[src/rtl/sort_frame_pkg.sv]
// Shared constants and state encoding for the sorter frame emitter.
package sort_frame_pkg;

  localparam int unsigned WIDTH_DEF = 8;
  localparam int unsigned FRAME_LEN = 4;
  localparam int unsigned IDX_W     = $clog2(FRAME_LEN);

  localparam logic [IDX_W-1:0] LAST_IDX = IDX_W'(FRAME_LEN - 1);

  typedef enum logic {
    IDLE = 1'b0,
    SEND = 1'b1
  } state_e;

endpackage

[src/rtl/sort_order_chk.sv]
// Combinational monotonic check: a <= b <= c <= d, unsigned.
module sort_order_chk #(
  parameter int unsigned WIDTH = 8
) (
  input  logic [WIDTH-1:0] a_i,
  input  logic [WIDTH-1:0] b_i,
  input  logic [WIDTH-1:0] c_i,
  input  logic [WIDTH-1:0] d_i,
  output logic             in_order_c
);

  assign in_order_c = (a_i <= b_i) && (b_i <= c_i) && (c_i <= d_i);

endmodule

[src/rtl/sort_frame_emitter.sv]
// Captures the four sorter results as a frame and streams them out one word per cycle.
// Optional build macro SORT_FRAME_ORDER_CHECK_EN adds the order_err output.
module sort_frame_emitter
  import sort_frame_pkg::*;
#(
  parameter int unsigned WIDTH   = WIDTH_DEF,
  parameter bit          REVERSE = 1'b0
) (
  input  logic             clk,
  input  logic             reset,
  input  logic [WIDTH-1:0] ra,
  input  logic [WIDTH-1:0] rb,
  input  logic [WIDTH-1:0] rc,
  input  logic [WIDTH-1:0] rd,
  input  logic             load,
  output logic             load_ready,
  output logic [WIDTH-1:0] dout,
  output logic             dout_valid,
  input  logic             dout_ready,
  output logic             dout_last,
  output logic             busy
`ifdef SORT_FRAME_ORDER_CHECK_EN
  ,
  output logic             order_err
`endif
);

  state_e           state_q, state_d;
  logic [IDX_W-1:0] idx_q, idx_d;
  logic [WIDTH-1:0] slot_q [FRAME_LEN];
  logic [WIDTH-1:0] slot_d [FRAME_LEN];
  logic [WIDTH-1:0] cap    [FRAME_LEN];
  logic [WIDTH-1:0] dout_q, dout_d;
  logic             last_q, last_d;

  // Capture order is fixed at elaboration by REVERSE.
  always_comb begin
    if (REVERSE) begin
      cap[0] = rd;
      cap[1] = rc;
      cap[2] = rb;
      cap[3] = ra;
    end else begin
      cap[0] = ra;
      cap[1] = rb;
      cap[2] = rc;
      cap[3] = rd;
    end
  end

  // dout/dout_last are registered copies of slot[idx] and (idx == last).
  always_comb begin
    state_d = state_q;
    idx_d   = idx_q;
    slot_d  = slot_q;
    dout_d  = dout_q;
    last_d  = last_q;
    case (state_q)
      IDLE: begin
        if (load) begin
          slot_d  = cap;
          idx_d   = '0;
          dout_d  = cap[0];
          last_d  = 1'b0;
          state_d = SEND;
        end
      end
      SEND: begin
        if (dout_ready) begin
          if (idx_q == LAST_IDX) begin
            idx_d   = '0;
            dout_d  = slot_q[0];
            last_d  = 1'b0;
            state_d = IDLE;
          end else begin
            idx_d  = idx_q + IDX_W'(1);
            dout_d = slot_q[idx_d];
            last_d = (idx_d == LAST_IDX);
          end
        end
      end
      default: state_d = IDLE;
    endcase
  end

  always_ff @(posedge clk or negedge reset) begin
    if (!reset) begin
      state_q <= IDLE;
      idx_q   <= '0;
      dout_q  <= '0;
      last_q  <= 1'b0;
      for (int i = 0; i < FRAME_LEN; i++) slot_q[i] <= '0;
    end else begin
      state_q <= state_d;
      idx_q   <= idx_d;
      dout_q  <= dout_d;
      last_q  <= last_d;
      slot_q  <= slot_d;
    end
  end

  assign dout       = dout_q;
  assign dout_last  = last_q;
  assign dout_valid = (state_q == SEND);
  assign busy       = (state_q == SEND);
  assign load_ready = (state_q == IDLE);

`ifdef SORT_FRAME_ORDER_CHECK_EN
  logic in_order_c;
  logic order_err_q;

  sort_order_chk #(.WIDTH(WIDTH)) u_order_chk (
    .a_i        (ra),
    .b_i        (rb),
    .c_i        (rc),
    .d_i        (rd),
    .in_order_c (in_order_c)
  );

  // Judged on raw inputs at capture time, independent of REVERSE.
  always_ff @(posedge clk or negedge reset) begin
    if (!reset) begin
      order_err_q <= 1'b0;
    end else if ((state_q == IDLE) && load) begin
      order_err_q <= !in_order_c;
    end
  end

  assign order_err = order_err_q;
`endif

endmodule
[config.mk]
export PLATFORM = sky130hd
export DESIGN_NAME = sort_frame_emitter
export DESIGN_NICKNAME = d
export VERILOG_FILES = /design/src/rtl/sort_frame_pkg.sv /design/src/rtl/sort_order_chk.sv /design/src/rtl/sort_frame_emitter.sv
export SDC_FILE = /design/constraint.sdc
export NUM_CORES = 1
export LEC_CHECK = 0
export ABC_CLOCK_PERIOD_IN_PS = 2600
export CORE_MARGIN = 10
export CORE_UTILIZATION = 50
export CTS_CLUSTER_DIAMETER = 80
export DETAILED_ROUTE_END_ITERATION = 8
export PLACE_DENSITY = 0.85
export SYNTH_ARGS = -nofsm -noshare
export SYNTH_HDL_FRONTEND = slang
export SYNTH_SLANG_ARGS = --single-unit
[constraint.sdc]
create_clock -name clk -period 2.6 [get_ports clk]
set_clock_uncertainty 0.05 [all_clocks]
set_input_delay 0.52 -clock clk [delete_from_list [all_inputs] [get_ports clk]]
set_output_delay 0.52 -clock clk [all_outputs]
set_load 0.01 [all_outputs]
# Yosys cells after proc, flatten, opt, wreduce, memory -nomap -nowiden

Index checks and enable logic that the tools add are counted.

Flip-flop bits (word level): 44
Input bits: 36
Output and inout bits: 12
Word-level logic and storage cells: 37

Add/sub/neg operators: 1
$lt $le $gt $ge: 1
Equality and inequality tests: 4
Mux-type cells: 19
Bitwise logic cells: 2
Reductions and logical operators: 2

Operators by type and width:

| cell                                         | number |
|---|---|
| 2-to-1 mux 8 bit                             | 5 |
| binary-select mux 8 bit (select 2 bit)       | 1 |
| one-hot mux 8 bit (2 select lines)           | 1 |
| 2-to-1 mux 1 bit                             | 6 |
| 2-to-1 mux 2 bit                             | 3 |
| == test 2 bit, second input constant         | 2 |
| inequality test 2 bit, second input constant | 2 |
| one-hot mux 1 bit (2 select lines)           | 2 |
| one-hot mux 2 bit (2 select lines)           | 1 |
| AND reduction 2 bit                          | 2 |
| >= comparator 3 bit, second input constant   | 1 |
| NOT 2 -> 3 bit                               | 1 |
| adder 2 x 1 -> 2 bit, second input constant  | 1 |
| NOT 1 bit                                    | 1 |

# Longest topological paths before layout

Gate-level depths: netlist of the first run.

Depth after elaboration: 8
Depth in mapped cells: 7
Gate-level depth less buffers: 5

# Worst setup path after synthesis of the first run

Ideal clock, no wire load.

Kind: register to register
Start point: register idx_q[0]
End point: register dout_q[0] (netlist: dout[0])
Setup time: 124 ps
Data arrival time: 1520 ps
Data required time: 2426 ps
Path slack: 905 ps
Stages on the path, launching flop included: 8
Buffers on the path: 2
Clock period less this slack: 1695 ps
Cells stage by stage: dfrtp_1 > buf_6 > inv_1 > ha_1 > buf_2 > mux4_2 > o211ai_2 > a2bb2oi_1

Word-level cells in the longest chain between the ends: 8
Elaborated cells between the ends (all ways): 9
Classes of those cells: add/sub (1); eq/ne (1); mux (6); bitwise (1)

Ends and longest elaborated chain:

| item                                                 | line                     | source |
|---|---|---|
| start: declaration                                   | sort_frame_emitter.sv:29 | `logic [IDX_W-1:0] idx_q, idx_d;` |
| start signal: assignment                             | sort_frame_emitter.sv:95 | `idx_q <= idx_d;` |
| adder 2 x 1 -> 2 bit                                 | sort_frame_emitter.sv:76 | `idx_d = idx_q + IDX_W'(1);` |
| NOT 2 -> 3 bit (implied by the code)                 | sort_frame_emitter.sv:77 | `dout_d = slot_q[idx_d];` |
| binary-select mux 8 bit (select 2 bit)               | sort_frame_emitter.sv:77 |  |
| 2-to-1 mux 8 bit (implied by the code) (2 in series) | sort_frame_emitter.sv:77 |  |
| 2-to-1 mux 8 bit (*)                                 | sort_frame_emitter.sv:70 | `if (idx_q == LAST_IDX) begin` |
| 2-to-1 mux 8 bit (*)                                 | sort_frame_emitter.sv:69 | `if (dout_ready) begin` |
| one-hot mux 8 bit (2 select lines) (*)               | sort_frame_emitter.sv:58 | `case (state_q)` |
| end signal: assignment                               | sort_frame_emitter.sv:96 | `dout_q <= dout_d;` |
| end: declaration                                     | sort_frame_emitter.sv:33 | `logic [WIDTH-1:0] dout_q, dout_d;` |

Mark *: on every way between the ends. The rest lies on a longest branch, timed or not. The select of a mux whose other input is x is not followed.
A chain may end at the register's enable or synchronous reset.

# Worst setup path in the final report of the first run

Start point: register state_q (netlist: busy)
End point: output port busy

RTL lines:

| item                     | line                     | source |
|---|---|---|
| start: declaration       | sort_frame_emitter.sv:28 | `state_e state_q, state_d;` |
| start signal: assignment | sort_frame_emitter.sv:94 | `state_q <= state_d;` |
| end: declaration         | sort_frame_emitter.sv:21 | `output logic busy` |

No word-level cell between the ends.

==> results of run 1 <==
-- power groups by stage --
| stage | Sequential (W) | Combinational, W | Clock, W |
|---|---|---|---|
| detailed placement | 0.00126 | 0.00148 | 0 |
| finish | 0.00125 | 0.00147 | 0.000405 |
| global placement | 0.00124 | 0.00142 | 0 |
| floorplan | 0.00119 | 0.00105 | 0 |
| CTS | 0.00125 | 0.00148 | 0.000413 |
| global route | 0.00129 | 0.00163 | 0.000444 |
-- logic make-up (layout without fill, tap and decap cells) --
kind of cell / Yosys count / in the layout / synth area share [%]
xor+xnor: 1 / 1 / 0.4155
simple gates: 112 / 112 / 21.13
mux: 10 / 10 / 9.495
flops: 44 / 44 / 52.23
compound gates: 28 / 28 / 11.10
buf+inv: 18 / 62 / 4.451
fa+ha+maj: 2 / 2 / 1.187
-- registers in the layout, summed over array words and instances (netlist names) --
name       count
busy           1
dout_last      1
slot_q        32
idx_q          2
dout           8
-- cell usage after synthesis --
cell type,count,share of area [%]
ha_1,2,1.2
clkbuf_2,1,0.24
buf_4,1,0.36
a2bb2oi_1,8,3.3
buf_6,1,0.53
xor2_1,1,0.42
o211ai_2,8,4.7
nand2_1,101,18
o21ai_0,10,2.4
mux2i_1,2,0.95
inv_1,3,0.53
buf_2,11,2.6
a31oi_1,1,0.30
nor2b_1,1,0.30
o31ai_1,1,0.36
nand2b_1,9,2.7
nor2_1,1,0.18
mux4_2,8,8.5
dfrtp_1,44,52
clkbuf_1,1,0.18
-- layout by cell type, fill, tap and decap left out, types with 2 or more instances in the layout --
cell type	Yosys	final
o211ai_2	8	8
nand2_1	101	101
clkbuf_8	0	5
a2bb2oi_1	8	8
dfrtp_1	44	44
buf_4	1	5
clkdlybuf4s50_1	0	46
nand2b_1	9	9
inv_1	3	3
o21ai_0	10	10
ha_1	2	2
mux4_2	8	8
mux2i_1	2	2
-- layer usage --
metal  up-vias  routed length [µm]
li1        796                   -
met1       791                2065
met2        46                2625
met3        10                 302
met4         0                 123
met5         -                   0
-- critical path, stage by stage (launching register included) --
cell	delay, ps
dfrtp_1	520
buf_4	280
clkdlybuf4s50_1	570
-- per-stage QoR --
stage / power (W) / cell area, µm² / utilization (%) / std cells
CTS: 0.003146 / 2671 / 66.30 / 309
global placement: 0.002660 / 2594 / 64.38 / 302
detailed placement: 0.002735 / 2594 / 64.38 / 302
floorplan: 0.002247 / 2108 / - / 215
global route: 0.003362 / 2671 / 66.30 / 309
finish: 0.003117 / 2671 / 66.30 / 309
-- path summary, 6_finish.rpt --
check | slack, ps | from | depth (start not counted) | to
worst max register to register | 620 | idx_q[0]$_DFFE_PN0P_ | 5 | dout[4]$_DFFE_PN0P_
min in group clk | 430 | slot_q[16]$_DFFE_PN0P_ | 2 | slot_q[16]$_DFFE_PN0P_
worst min-delay path | 40 | reset | 1 | slot_q[3]$_DFFE_PN0P_
worst max-delay path | 370 | busy$_DFF_PN0_ | 2 | busy
max in group asynchronous | 1740 | reset | 2 | dout[5]$_DFFE_PN0P_
worst min register to register | 430 | slot_q[16]$_DFFE_PN0P_ | 2 | slot_q[16]$_DFFE_PN0P_
-- final cells by class --
type | count | area share [%]
repair buffers | 52 | 18.83
clock inverters | 1 | 0.1874
clock buffers | 6 | 2.717
well taps | 50 | 2.342
multi-input cells | 153 | 34.29
flip-flops and latches | 44 | 41.22
inverters | 3 | 0.4215
==> reports/metrics.cfg, run 1 <==
[logic_synthesis]
syn_area_per_cell_um2=9.806
ys_ff_latch=44
ys_types=20
yosys_warnings=0
syn_nets=253
seq_area_frac_synth_pct=52.23
syn_area_um2=2108
postSynthCellCount=215

[floorplan]
initial_core_util_pct=52.33
die_h_um=84.94
num_rows=23
dieArea_um2=7214
core-area_um2=4029
die-width_um=84.94
pin_count=48

[critical_path]
critPathMaxFanout=12
cp.arrival_ps=1660
setup.worst_path.start_class=flip-flop
cp-end-kind=output pin
cp.required_ps=2030
critical_path_class=reg -> out

[clock_network]
cts.clk_slew.worst_paths_ps=80
cts_setup_buffers=0
cts-root-buf=clkbuf_8
cts-resized-gates=0
clk_path_buf_depth=2
cts_buffers=5
clk_latency_ps=300
hold_buffers=0
cts_tree=yes
cts_sinks=44
h-tree-depth=2

[timing]
finalSetupViolations=0
hold_viol=0
grt_setup_unrepaired=no
period_minus_slack_ps=2228
finalSetupTns_ps=0
fin_crit_sh_pct=85.71
slew_viol_final=0
fin_ws_ps=371.5
holdWs_ps=41.39
fmax_mhz=448.7
worst_slew_pin_slew_ps=787.8
relSlewSlack_pct=47.48

[pwr]
p_leak_nw=1.266
clkPwrFrac_pct=13.0
p_int_w=0.001981
power_switching_w=0.001136
p_per_area_nw_per_um2=1167
pwr-share-seq_pct=40.0
irDropWorstVdd_mv=0.5321
switching_share_pct=36.45
power_frac_comb_pct=47.0

[finish]
drive_above_1_share_pct=11.20
layout.nets=297
n_fill_cell=331
antenna_cells=0
area_growth_syn_to_layout_pct=26.71
multiInputGateArea_um2=915.9
area.sequential_um2=1101

[global_routing]
busiest_layer=met2
antenna_found_initial=0
grt_pass1_vias=1791
grt_use_met3_pct=4.685
gr-usage-all-layers_pct=14.85
grt_start_max_net_pins=41
gr-usage-met1_pct=16.77
grt_overflow=0
grt_use_met2_pct=25.39
grt_pass1_wl_um=8756

[drt]
ant_nets=0
dr_total_vias=1643
post_drt_via_cell_ratio=5.317
drt_iter0_markers=137
drt_wl_total_um=5115
wl_per_cell_um=16.55
dr.pass1.iters=4
drc_errors=0

[worst_hold_path]
hold_class=in -> async

[placement]
hpwl_um=3679
pre_cts_ws_ps=451.3
finalWeightedCongestion=0.7906
port_buffers=47

[job]
cap_violations=0

[status]
status=complete, no violations

No activity file was read; power rests on OpenSTA's default activity.
==> inputs of run 2 (changes only) <==
Settings changed: SLEW_MARGIN from default to 10.
==> results of run 2 <==
Final layout, timing and power as in run 1 (identical DEF).
==> inputs of run 3 (changes only) <==
Settings changed: CTS_CLUSTER_DIAMETER 80 to 100, SKIP_CTS_REPAIR_TIMING from default to 1.
==> results of run 3 <==
Final layout, timing and power as in run 1 (identical DEF).
